### config.mk
export PLATFORM = sky130hd
export DESIGN_NAME = alu_ctrl
export DESIGN_NICKNAME = d
export VERILOG_FILES = /design/src/rtl/alu_ctrl.sv
export SDC_FILE = /design/constraint.sdc
export NUM_CORES = 1
export LEC_CHECK = 0
export BUFFER_PORTS_ARGS = -buffer_cell sky130_fd_sc_hd__clkbuf_2
export CORE_MARGIN = 2
export CORE_UTILIZATION = 42
export DETAILED_ROUTE_END_ITERATION = 7
export MAX_ROUTING_LAYER = met4
export PLACE_DENSITY = 0.86
export SLEW_MARGIN = 20
export SYNTH_ARGS = -nofsm -noshare
export SYNTH_HDL_FRONTEND = slang
export SYNTH_SLANG_ARGS = --single-unit
### constraint.sdc
create_clock -name clk -period 1.6 [get_ports clk]
set_input_delay 0 -clock clk [delete_from_list [all_inputs] [get_ports clk]]
set_output_delay 0 -clock clk [all_outputs]
set_load 0.005 [all_outputs]
### src/rtl/alu_ctrl.sv
// alu_ctrl: sequencing controller for the 16-bit combinational ALU.
// Accepts one operation per valid/ready request and registers the operands and opcode onto
// the ALU inputs. It holds them for a fixed number of cycles: MULDIV_LAT for MUL/DIV/MOD,
// one cycle for everything else. It then returns the result, a writeback qualifier and the
// flags over a valid/ready response port, and maintains the architectural flag register.
// Optional feature: define ALU_DIV_ZERO_TRAP_EN to trap DIV/MOD with B=0 as an error response.

module alu_ctrl #(
  parameter int unsigned MULDIV_LAT = 4
) (
  input  logic        clk,
  input  logic        rst_n,
  // request port
  input  logic        req_valid,
  output logic        req_ready,
  input  logic [5:0]  req_opcode,
  input  logic [15:0] req_a,
  input  logic [15:0] req_b,
  input  logic [2:0]  req_dst,
  // ALU side
  output logic [15:0] alu_a,
  output logic [15:0] alu_b,
  output logic [5:0]  alu_opcode,
  input  logic [15:0] alu_out,
  input  logic        alu_z,
  input  logic        alu_n,
  input  logic        alu_c,
  input  logic        alu_o,
  // response port
  output logic        rsp_valid,
  input  logic        rsp_ready,
  output logic [15:0] rsp_data,
  output logic [2:0]  rsp_dst,
  output logic        rsp_wb,
  output logic        rsp_err,
  output logic [3:0]  flags
);

  localparam logic [5:0] OpFirst = 6'b001010;  // ADD
  localparam logic [5:0] OpMov   = 6'b010000;
  localparam logic [5:0] OpMul   = 6'b010001;
  localparam logic [5:0] OpDiv   = 6'b010010;
  localparam logic [5:0] OpMod   = 6'b010011;
  localparam logic [5:0] OpCmp   = 6'b011000;
  localparam logic [5:0] OpTst   = 6'b011001;
  localparam logic [5:0] OpLast  = 6'b011011;  // DEC

  // Counter reload for the multicycle ops; EXEC lasts HoldLoad+1 cycles.
  localparam logic [3:0] HoldLoad = 4'(MULDIV_LAT - 1);

  typedef enum logic [1:0] {StIdle, StExec, StResp} state_e;

  state_e      state_q, state_d;
  logic [3:0]  cnt_q, cnt_d;
  logic [5:0]  op_q;
  logic [15:0] a_q, b_q;
  logic [2:0]  dst_q;
  logic [15:0] rsp_data_q;
  logic [2:0]  rsp_dst_q;
  logic        rsp_wb_q, rsp_err_q;
  logic [3:0]  flags_q;

  logic accept, finish;
  logic req_trap, exe_trap, exe_ok;

  function automatic logic is_legal(input logic [5:0] op);
    return (op >= OpFirst) && (op <= OpLast);
  endfunction

  function automatic logic is_muldiv(input logic [5:0] op);
    return (op == OpMul) || (op == OpDiv) || (op == OpMod);
  endfunction

`ifdef ALU_DIV_ZERO_TRAP_EN
  assign req_trap = ((req_opcode == OpDiv) || (req_opcode == OpMod)) && (req_b == 16'h0000);
  assign exe_trap = ((op_q == OpDiv) || (op_q == OpMod)) && (b_q == 16'h0000);
`else
  assign req_trap = 1'b0;
  assign exe_trap = 1'b0;
`endif

  // A legal, non-trapping op returns the ALU result; everything else is an error response.
  assign exe_ok = is_legal(op_q) && !exe_trap;

  // Next-state, hold counter and capture strobes
  always_comb begin
    state_d = state_q;
    cnt_d   = cnt_q;
    accept  = 1'b0;
    finish  = 1'b0;
    unique case (state_q)
      StIdle: begin
        if (req_valid) begin
          accept  = 1'b1;
          state_d = StExec;
          cnt_d   = (is_muldiv(req_opcode) && !req_trap) ? HoldLoad : 4'd0;
        end
      end
      StExec: begin
        if (cnt_q == 4'd0) begin
          finish  = 1'b1;
          state_d = StResp;
        end else begin
          cnt_d = cnt_q - 4'd1;
        end
      end
      StResp: begin
        if (rsp_ready) begin
          state_d = StIdle;
        end
      end
      default: state_d = StIdle;
    endcase
  end

  // State and hold counter registers
  always_ff @(posedge clk or negedge rst_n) begin
    if (!rst_n) begin
      state_q <= StIdle;
      cnt_q   <= 4'd0;
    end else begin
      state_q <= state_d;
      cnt_q   <= cnt_d;
    end
  end

  // Operand/opcode capture; these drive the ALU and change only on acceptance
  always_ff @(posedge clk or negedge rst_n) begin
    if (!rst_n) begin
      op_q  <= 6'b000000;
      a_q   <= 16'h0000;
      b_q   <= 16'h0000;
      dst_q <= 3'd0;
    end else if (accept) begin
      op_q  <= req_opcode;
      a_q   <= req_a;
      b_q   <= req_b;
      dst_q <= req_dst;
    end
  end

  // Response and architectural flag registers, loaded on the EXEC->RESP edge
  always_ff @(posedge clk or negedge rst_n) begin
    if (!rst_n) begin
      rsp_data_q <= 16'h0000;
      rsp_dst_q  <= 3'd0;
      rsp_wb_q   <= 1'b0;
      rsp_err_q  <= 1'b0;
      flags_q    <= 4'b0000;
    end else if (finish) begin
      rsp_data_q <= exe_ok ? alu_out : 16'h0000;
      rsp_dst_q  <= dst_q;
      rsp_err_q  <= !exe_ok;
      // CMP/TST only set flags; they have no register result
      rsp_wb_q   <= exe_ok && (op_q != OpCmp) && (op_q != OpTst);
      if (exe_ok && (op_q != OpMov)) begin
        flags_q <= {alu_z, alu_n, alu_c, alu_o};
      end
    end
  end

  assign req_ready  = (state_q == StIdle);
  assign rsp_valid  = (state_q == StResp);
  assign alu_a      = a_q;
  assign alu_b      = b_q;
  assign alu_opcode = op_q;
  assign rsp_data   = rsp_data_q;
  assign rsp_dst    = rsp_dst_q;
  assign rsp_wb     = rsp_wb_q;
  assign rsp_err    = rsp_err_q;
  assign flags      = flags_q;

endmodule

==> results of run 1 <==
cell type report:
| class | instances | share of cell area |
|---|---|---|
| well taps | 80 | 0.0209 |
| flip-flops and latches | 72 | 0.376 |
| clock buffers | 11 | 0.0316 |
| clock inverters | 5 | 0.0214 |
| inverters | 3 | 0.00235 |
| multi-input cells | 141 | 0.231 |
| repair buffers | 210 | 0.317 |
metal layers:
metal	part of all wire	wire length, µm	vias to the layer above
li1	-	-	1196
met1	0.40	3180	1218
met2	0.53	4190	95
met3	0.052	412	9
met4	0.0099	78	0
met5	0	0	-
logic make-up (layout without fill, tap and decap cells):
family,after synthesis,count (layout)
AO/OA/AOI/OAI,31,31
adder cells (fa/ha/maj),1,1
buffers and inverters,14,229
flip-flops,72,72
multiplexers,47,47
AND/OR/NAND/NOR,62,62
power by group through the flow:
stage	registers (mW)	logic [mW]	clock network, mW
2_1_floorplan	3.34	1.60	0
3_3_place_gp	3.27	3.03	0
3_5_place_dp	3.32	3.16	0
4_1_cts	3.29	3.33	1.81
5_1_grt	3.46	4.11	1.88
6_report	3.35	3.71	1.77
flip-flops by register name (all words and copies together), names as in the netlist:
register,cells
rsp_dst,3
dst_q,3
cnt_q,4
rsp_wb,1
rsp_data,16
alu_b,16
alu_a,16
rsp_err,1
flags,4
state_q,2
alu_opcode,6
cells in the mapped netlist (all sizes together):
cell | instances | share of area
nor2b | 2 | 0.0043
a211o | 1 | 0.0060
and2 | 1 | 0.0022
dfrtp | 72 | 0.62
o21a | 3 | 0.0077
o211ai | 3 | 0.0077
nand2 | 47 | 0.061
nor4 | 1 | 0.0022
o31ai | 1 | 0.0026
a31oi | 1 | 0.0022
ha | 1 | 0.0043
nor4bb | 1 | 0.0034
o21ai | 19 | 0.033
clkbuf | 3 | 0.0039
inv | 3 | 0.0039
mux2i | 2 | 0.0069
nor2 | 4 | 0.0052
nor4b | 2 | 0.0060
buf | 8 | 0.016
o21bai | 1 | 0.0026
mux2 | 45 | 0.18
a21oi | 2 | 0.0034
nand2b | 3 | 0.012
nor3b | 1 | 0.0064
worst max-delay path: stages, from the launching register on:
cell      delay, ps
dfrtp_1         380
inv_1            60
ha_2            180
nor3b_4         270
nand2b_4         90
a211o_4         310
mux2_4          310
worst paths after layout:
check	start	end	slack [ps]	depth (start not counted)
worst max-delay path	cnt_q[1]	flags[1]	-110	6
worst min-delay path	rst_n	rsp_data[10]	160	2
worst max register to register	cnt_q[1]	flags[1]	-110	6
worst min register to register	dst_q[1]	rsp_dst[1]	470	2
max in group asynchronous	rst_n	rsp_data[1]	870	3
min in group clk	rsp_ready	state_q[1]	390	3
what timing repair did:
action,in CTS,in global routing
pin swaps,0,0
endpoints found under the hold margin,97,0
cloned,0,3
hold buffers,64,0
gates resized for setup,1,38
endpoints found under the setup margin,18,26
setup buffers,2,1
==> results_dict.tcl, run 1 <==
set metrics [dict create \
    htreeDepth 3 \
    yosysWarningCount 0 \
    dp.cells 436 \
    slew_headroom 0.695 \
    design_area_mm2 0.00479 \
    tightest_slew_ps 457 \
    setup_tns_ps -854 \
    hold_path_class "in2async" \
    setup_violations 22 \
    grt_pass1_vias 2621 \
    antenna_found_initial 0 \
    start_util 0.431 \
    routed_wl_um 7860 \
    critPathLaunchType "flip-flop" \
    vias_per_cell 4.82 \
    diodes 0 \
    fin_crit_sh 1.07 \
    place_ws_ps -100 \
    p_int_mw 5.89 \
    seqPwrFrac 0.380 \
    die_x_um 87.2 \
    synthesis.area_mm2 0.00291 \
    clock_latency_ps 330 \
    clk_pin_slew_ps 70 \
    ant_nets 0 \
    path_class "reg2reg" \
    synthMuxAreaShare 0.186 \
    synth_compound_area_frac 0.0649 \
    drive_above_1_share 0.432 \
    drv_cap 0 \
    place_hpwl_um 4580 \
    min_period_ps 1710 \
    fmaxAchievable_mhz 585 \
    vias 2518 \
    power_mw 8.83 \
    synth_seq_cells 72 \
    final_util 0.709 \
    final_cell_mix "clkbuf_2 (128), dfrtp_1 (72), dlygate4sd3_1 (64), mux2_1 (39), nand2_1 (34)" \
    crit_fanout 4 \
    p_sw_frac 0.333 \
    timing.final.ws_setup_ps -110 \
    synth-xor-area-share 0 \
    numPortBuffers 129 \
    top_usage_layer "met2" \
    seqCellArea_mm2 0.00180 \
    synth_top_family_by_area "multiplexers" \
    ioPinCount 130 \
    timing.hold.ws_ps 161 \
    gr-usage-met1 0.233 \
    fillers 455 \
    p_sw_mw 2.94 \
    dr.pass1.iters 4 \
    place.gp.congestion 0.783 \
    gr-usage-all-layers 0.213 \
    postSynthCellCount 227 \
    max-vdd-ir-drop_mv 0.875 \
    numClockSinks 72 \
    synth-simple-area-share 0.102 \
    grt_overflow 0 \
    dieArea_mm2 0.00761 \
    met2_usage 0.382 \
    die_h_um 87.2 \
    syn2layout_area_growth_pct 64.5 \
    p_leak_nw 2.35 \
    fin_nets 503 \
    skew_ps 10.1 \
    ys_types 29 \
    post_dp_cell_area_mm2 0.00372 \
    wl_per_cell_um 15.1 \
    grt_pass1_wl_um 12100 \
    worstPathRequired_ps 1810 \
    cts_tree "done" \
    final_common_cell "clkbuf_2" \
    synth_seq_area_share 0.619 \
    power.density_mw_per_mm2 1840 \
    cts_buffers 9 \
    drt_iter0_drc 42 \
    worstSetupEndpointType "flip-flop" \
    synth_fa_ha_area_frac 0.00430 \
    report.final.slew_viol_count 0 \
    core_mm2 0.00676 \
    syn_avg_cell_area_um2 12.8 \
    finalNonFillerCells 522 \
    power_frac_comb 0.420 \
    syn_nets 293 \
    drc_errors 0 \
    hold_viol_final 0 \
    critPathArrivalTime_ps 1920 \
    multiInputGateArea_mm2 0.00110 \
    rows 30 \
    met3_usage 0.0408 \
    pwr-share-clk 0.200 \
    cts-root-buf "clkbuf_8" \
    rsz0062_at_grt "yes" \
    grt_max_degree 39 \
    status "complete, but fails checks" \
    violations "negative setup slack" \
    clk_path_buf_depth 2 \
]
No activity file was read; power rests on OpenSTA's default activity.
==> inputs of run 2 (changes only) <==
--- a/config.mk
+++ b/config.mk
@@ -11,6 +11,7 @@
 export DETAILED_ROUTE_END_ITERATION = 7
 export MAX_ROUTING_LAYER = met4
 export PLACE_DENSITY = 0.86
+export REMOVE_ABC_BUFFERS = 1
 export SLEW_MARGIN = 20
 export SYNTH_ARGS = -nofsm -noshare
 export SYNTH_HDL_FRONTEND = slang
==> run 2 against run 1 <==
Net effect:
- the flow still finishes with violations (negative setup slack)
- largest cell class unchanged
- sequential cell count unchanged
- routed wire length decreased by 4.1%
- final area decreased by 3.7%
==> results_dict.tcl, run 2 (synthesis gave the netlist of run 1 again) <==
set metrics [dict create \
    htreeDepth 3 \
    gr-usage-all-layers 0.210 \
    diodes 0 \
    final_cell_mix "clkbuf_2 (128), dfrtp_1 (72), dlygate4sd3_1 (64), nand2_1 (47), mux2_1 (39)" \
    crit_fanout 4 \
    wl_per_cell_um 14.6 \
    fin_crit_sh 1.06 \
    drive_above_1_share 0.387 \
    max-vdd-ir-drop_mv 1.08 \
    fmaxAchievable_mhz 587 \
    dr.pass1.iters 4 \
    grt_overflow 0 \
    start_util 0.431 \
    clk_pin_slew_ps 80 \
    setup_violations 7 \
    numPortBuffers 129 \
    hold_viol_final 0 \
    routed_wl_um 7530 \
    final_util 0.682 \
    die_h_um 87.2 \
    fillers 467 \
    rows 30 \
    vias_per_cell 4.84 \
    violations "negative setup slack" \
    grt_max_degree 41 \
    power_mw 8.19 \
    ant_nets 0 \
    final_common_cell "clkbuf_2" \
    critPathArrivalTime_ps 1920 \
    power.density_mw_per_mm2 1780 \
    timing.final.ws_setup_ps -103 \
    min_period_ps 1700 \
    clk_path_buf_depth 2 \
    antenna_found_initial 0 \
    place_ws_ps -58.2 \
    cts-root-buf "clkbuf_8" \
    critPathLaunchType "flip-flop" \
    rsz0062_at_grt "yes" \
    cts_buffers 9 \
    worstPathRequired_ps 1820 \
    drt_iter0_drc 122 \
    place_hpwl_um 4690 \
    die_x_um 87.2 \
    r2r_slack_ps -100 \
    path_class "reg2reg" \
    status "complete, but fails checks" \
    numClockSinks 72 \
    skew_ps 9.79 \
    hold_path_class "in2async" \
    dieArea_mm2 0.00761 \
    syn2layout_area_growth_pct 58.4 \
    vias 2504 \
    drv_cap 0 \
    grt_pass1_vias 2595 \
    report.final.slew_viol_count 0 \
    drc_errors 0 \
    place.gp.congestion 0.765 \
    p_leak_nw 2.28 \
    clock_latency_ps 340 \
    grt_pass1_wl_um 11900 \
    core_mm2 0.00676 \
    fin_nets 498 \
    worstSetupEndpointType "flip-flop" \
    tightest_slew_ps 512 \
    slew_headroom 0.658 \
    cts_tree "done" \
    ioPinCount 130 \
]
==> run 2: cell types whose count changed in the layout (fill, tap and decap cells not counted), sizes merged <==
cell	change
buf	-3
bufinv	-1
clkbuf	-2
clkinvlp	+1
==> run 2: path summary, 6_finish.rpt <==
kind,cells after the start,endpoint,from
hold reg to reg,2,rsp_dst[0],dst_q[0]
min in group clk,3,state_q[1],rsp_ready
hold / removal,2,rsp_err,rst_n
max in group asynchronous,3,alu_a[12],rst_n
setup / recovery,6,flags[3],cnt_q[0]
setup reg to reg,6,flags[3],cnt_q[0]
==> run 2: per-layer routing <==
metal	GRT usage	vias to the layer above	share of wire
met1	0.233	1219	0.38
met3	0.0483	19	0.050
met4	0.0937	0	0.026
met2	0.361	83	0.54
li1	-	1183	-
met5	-	-	0
==> run 2: layout make-up <==
cell class / count / area, µm² / share of cell area
sequential: 72 / 1800 / 0.391
timing repair buffer: 205 / 1430 / 0.310
multi-input combinational: 141 / 1050 / 0.227
clock buffer: 11 / 141 / 0.0307
tap: 80 / 100 / 0.0217
clock inverter: 5 / 80.1 / 0.0174
inverter: 3 / 11.3 / 0.00244
==> run 2: what timing repair did <==
action                     CTS  global route
hold endpoints to repair   102             0
setup endpoints to repair    9            46
setup buffers                0             3
resized for setup            0             3
hold buffers                64             0
==> run 2: where the power goes <==
group,internal [mW],switching [mW],leakage (nW)
Clock,0.918,0.639,0.106
Combinational,1.79,1.48,1.29
Sequential,2.74,0.615,0.882
==> run 2: per-stage QoR <==
| stage | setup TNS [ps] | cells | hold slack, ps | cell area, µm² |
|---|---|---|---|---|
| 2_1_floorplan | -30960 | 216 | -296 | 2850 |
| 3_3_place_gp | -23.4 | 435 | 12.0 | 3730 |
| 3_5_place_dp | -265 | 435 | 17.8 | 3730 |
| 4_1_cts | -339 | 515 | 187 | 4590 |
| 5_1_grt | -1980 | 517 | 244 | 4610 |
| 6_report | -442 | 517 | 181 | 4610 |
==> run 2: worst max-delay path, stage by stage, from the launching register on <==
cell and delay, ps:
dfrtp_1 390, inv_1 60, ha_2 180, nor3b_4 270
nand2b_4 80, a211o_4 300, mux2_4 300
==> inputs of run 3 (changes only) <==
--- a/config.mk
+++ b/config.mk
@@ -7,10 +7,10 @@
 export LEC_CHECK = 0
 export BUFFER_PORTS_ARGS = -buffer_cell sky130_fd_sc_hd__clkbuf_2
 export CORE_MARGIN = 2
-export CORE_UTILIZATION = 42
+export CORE_UTILIZATION = 50
 export DETAILED_ROUTE_END_ITERATION = 7
 export MAX_ROUTING_LAYER = met4
-export PLACE_DENSITY = 0.86
+export PLACE_DENSITY = 0.95
 export REMOVE_ABC_BUFFERS = 1
 export SLEW_MARGIN = 20
 export SYNTH_ARGS = -nofsm -noshare
==> constraint.sdc (replaced) <==
create_clock -name clk -period 2.1 [get_ports clk]
set_input_delay 0 -clock clk [delete_from_list [all_inputs] [get_ports clk]]
set_output_delay 0 -clock clk [all_outputs]
set_load 0.005 [all_outputs]
==> run 3 against run 2 <==
Net effect:
- the run now ends clean
- final area fell by 1.9%
- highest routed layer unchanged
- via count is 0.52% lower
- clock-buffer cell count increased by 3
- global-route usage grew 5.2 points
- fmax down 3.0%
- non-clock buffer count down 6
- worst hold slack better by 68 ps
- combinational power shrank 28%
- sequential power down 24%
- power shrank 25%
==> results_dict.tcl, run 3 (synthesis gave the netlist of run 1 again) <==
set metrics [dict create \
    dr.pass1.iters 4 \
    core_mm2 0.00557 \
    place.gp.congestion 0.825 \
    reg2reg_depth 6 \
    die_x_um 80.3 \
    tightest_slew_ps 444 \
    p_leak_nw 2.24 \
    vias_per_cell 4.94 \
    worstPathRequired_ps 2320 \
    fin_nets 492 \
    gr-usage-all-layers 0.263 \
    power.density_mw_per_mm2 1370 \
    worstSetupEndpointType "flip-flop" \
    dieArea_mm2 0.00645 \
    syn2layout_area_growth_pct 55.4 \
    cts_buffers 9 \
    clk_pin_slew_ps 70 \
    clock_latency_ps 330 \
    antenna_found_initial 0 \
    wl_per_cell_um 15.4 \
    grt_pass1_vias 2628 \
    fmaxAchievable_mhz 570 \
    ctsResizeCount 0 \
    drive_above_1_share 0.371 \
    path_class "reg2reg" \
    final_common_cell "clkbuf_2" \
    hold_viol_final 0 \
    cp-startpoint "cnt_q[0]" \
    clk_path_buf_depth 2 \
    rsz0062_at_grt "no" \
    rr_endpoint "flags[1]" \
    setup_tns_ps 0 \
    htreeDepth 3 \
    min_period_ps 1760 \
    critPathLaunchType "flip-flop" \
    ant_nets 0 \
    numClockSinks 72 \
    max-vdd-ir-drop_mv 0.838 \
    start_util 0.522 \
    fillers 318 \
    routed_wl_um 7790 \
    report.final.slew_viol_count 0 \
    dr_wl_met3_um 442 \
    vias 2491 \
    route.met2.wl_um 4120 \
    rr_startpoint "cnt_q[0]" \
    timing.hold.ws_ps 249 \
    fin_crit_sh 0.836 \
    grt_max_degree 43 \
    multiInputGateArea_mm2 0.00104 \
    met1Wirelength_um 3010 \
    design_area_mm2 0.00452 \
    ioPinCount 130 \
    skew_ps 5.91 \
    place_hpwl_um 4430 \
    r2r_slack_ps 340 \
    grt_pass1_wl_um 12200 \
    grt_overflow 0 \
    cts-root-buf "clkbuf_8" \
    drc_errors 0 \
    final_cell_mix "clkbuf_2 (128), dfrtp_1 (72), dlygate4sd3_1 (64), nand2_1 (47), mux2_1 (39)" \
    setup_violations 0 \
    maxUsedRoutingLayer "met4" \
    hold_path_class "in2async" \
    die_h_um 80.3 \
    post_dp_cell_area_mm2 0.00365 \
    drv_cap 0 \
    drt_iter0_drc 106 \
    status "completed" \
    cts_tree "done" \
    slew_headroom 0.704 \
    numPortBuffers 129 \
    rows 27 \
    critPathArrivalTime_ps 1970 \
    crit_fanout 4 \
    seqCellArea_mm2 0.00180 \
    crit_end "flags[1]" \
]
run 3: stage by stage:
step | util | instances | power (mW) | worst slack, ps
2_1_floorplan | - | 216 | 3.69 | -111
3_3_place_gp | 0.654 | 423 | 4.65 | 421
3_5_place_dp | 0.654 | 423 | 4.81 | 348
4_1_cts | 0.811 | 503 | 6.16 | 344
5_1_grt | 0.811 | 503 | 6.59 | 266
6_report | 0.811 | 504 | 6.18 | 344
run 3: area by class of cell:
class	instances	area share
diodes	1	0.000553
repair buffers	199	0.297
flip-flops and latches	72	0.398
clock buffers	14	0.0382
inverters	3	0.00249
multi-input cells	141	0.230
well taps	72	0.0199
clock inverters	2	0.0133
run 3: repair_timing:
item,4_1_cts,5_1_grt
hold endpoints to repair,135,0
hold buffers,64,0
buffers inserted,0,0
endpoints found under the setup margin,0,0
run 3: worst min path at each step:
stage                      from        to  cells after the start
after floorplan           rst_n  alu_a[0]                      0
after global placement    rst_n  flags[0]                      2
after detailed placement  rst_n  flags[3]                      2
after CTS                 rst_n  flags[3]                      3
after global routing      rst_n  flags[0]                      3
final                     rst_n  flags[0]                      3
run 3: report_power, final:
group          total [mW]  leakage [nW]  internal [mW]  switching [mW]
Combinational        2.37          1.25           1.24            1.13
Clock                1.25         0.117          0.769           0.479
Sequential           2.56         0.882           2.09           0.471
run 3: critical path, cell delays in order, from the launching register on:
cell	delay [ps]
dfrtp_1	400
inv_1	80
ha_1	200
nor3b_4	280
nand2b_4	70
a211o_4	310
mux2_4	300
run 3: routing by layer:
| layer | GRT usage | vias up |
|---|---|---|
| met5 | - | - |
| met4 | 0.131 | 0 |
| met3 | 0.0528 | 20 |
| met2 | 0.463 | 102 |
| met1 | 0.281 | 1200 |
| li1 | - | 1169 |
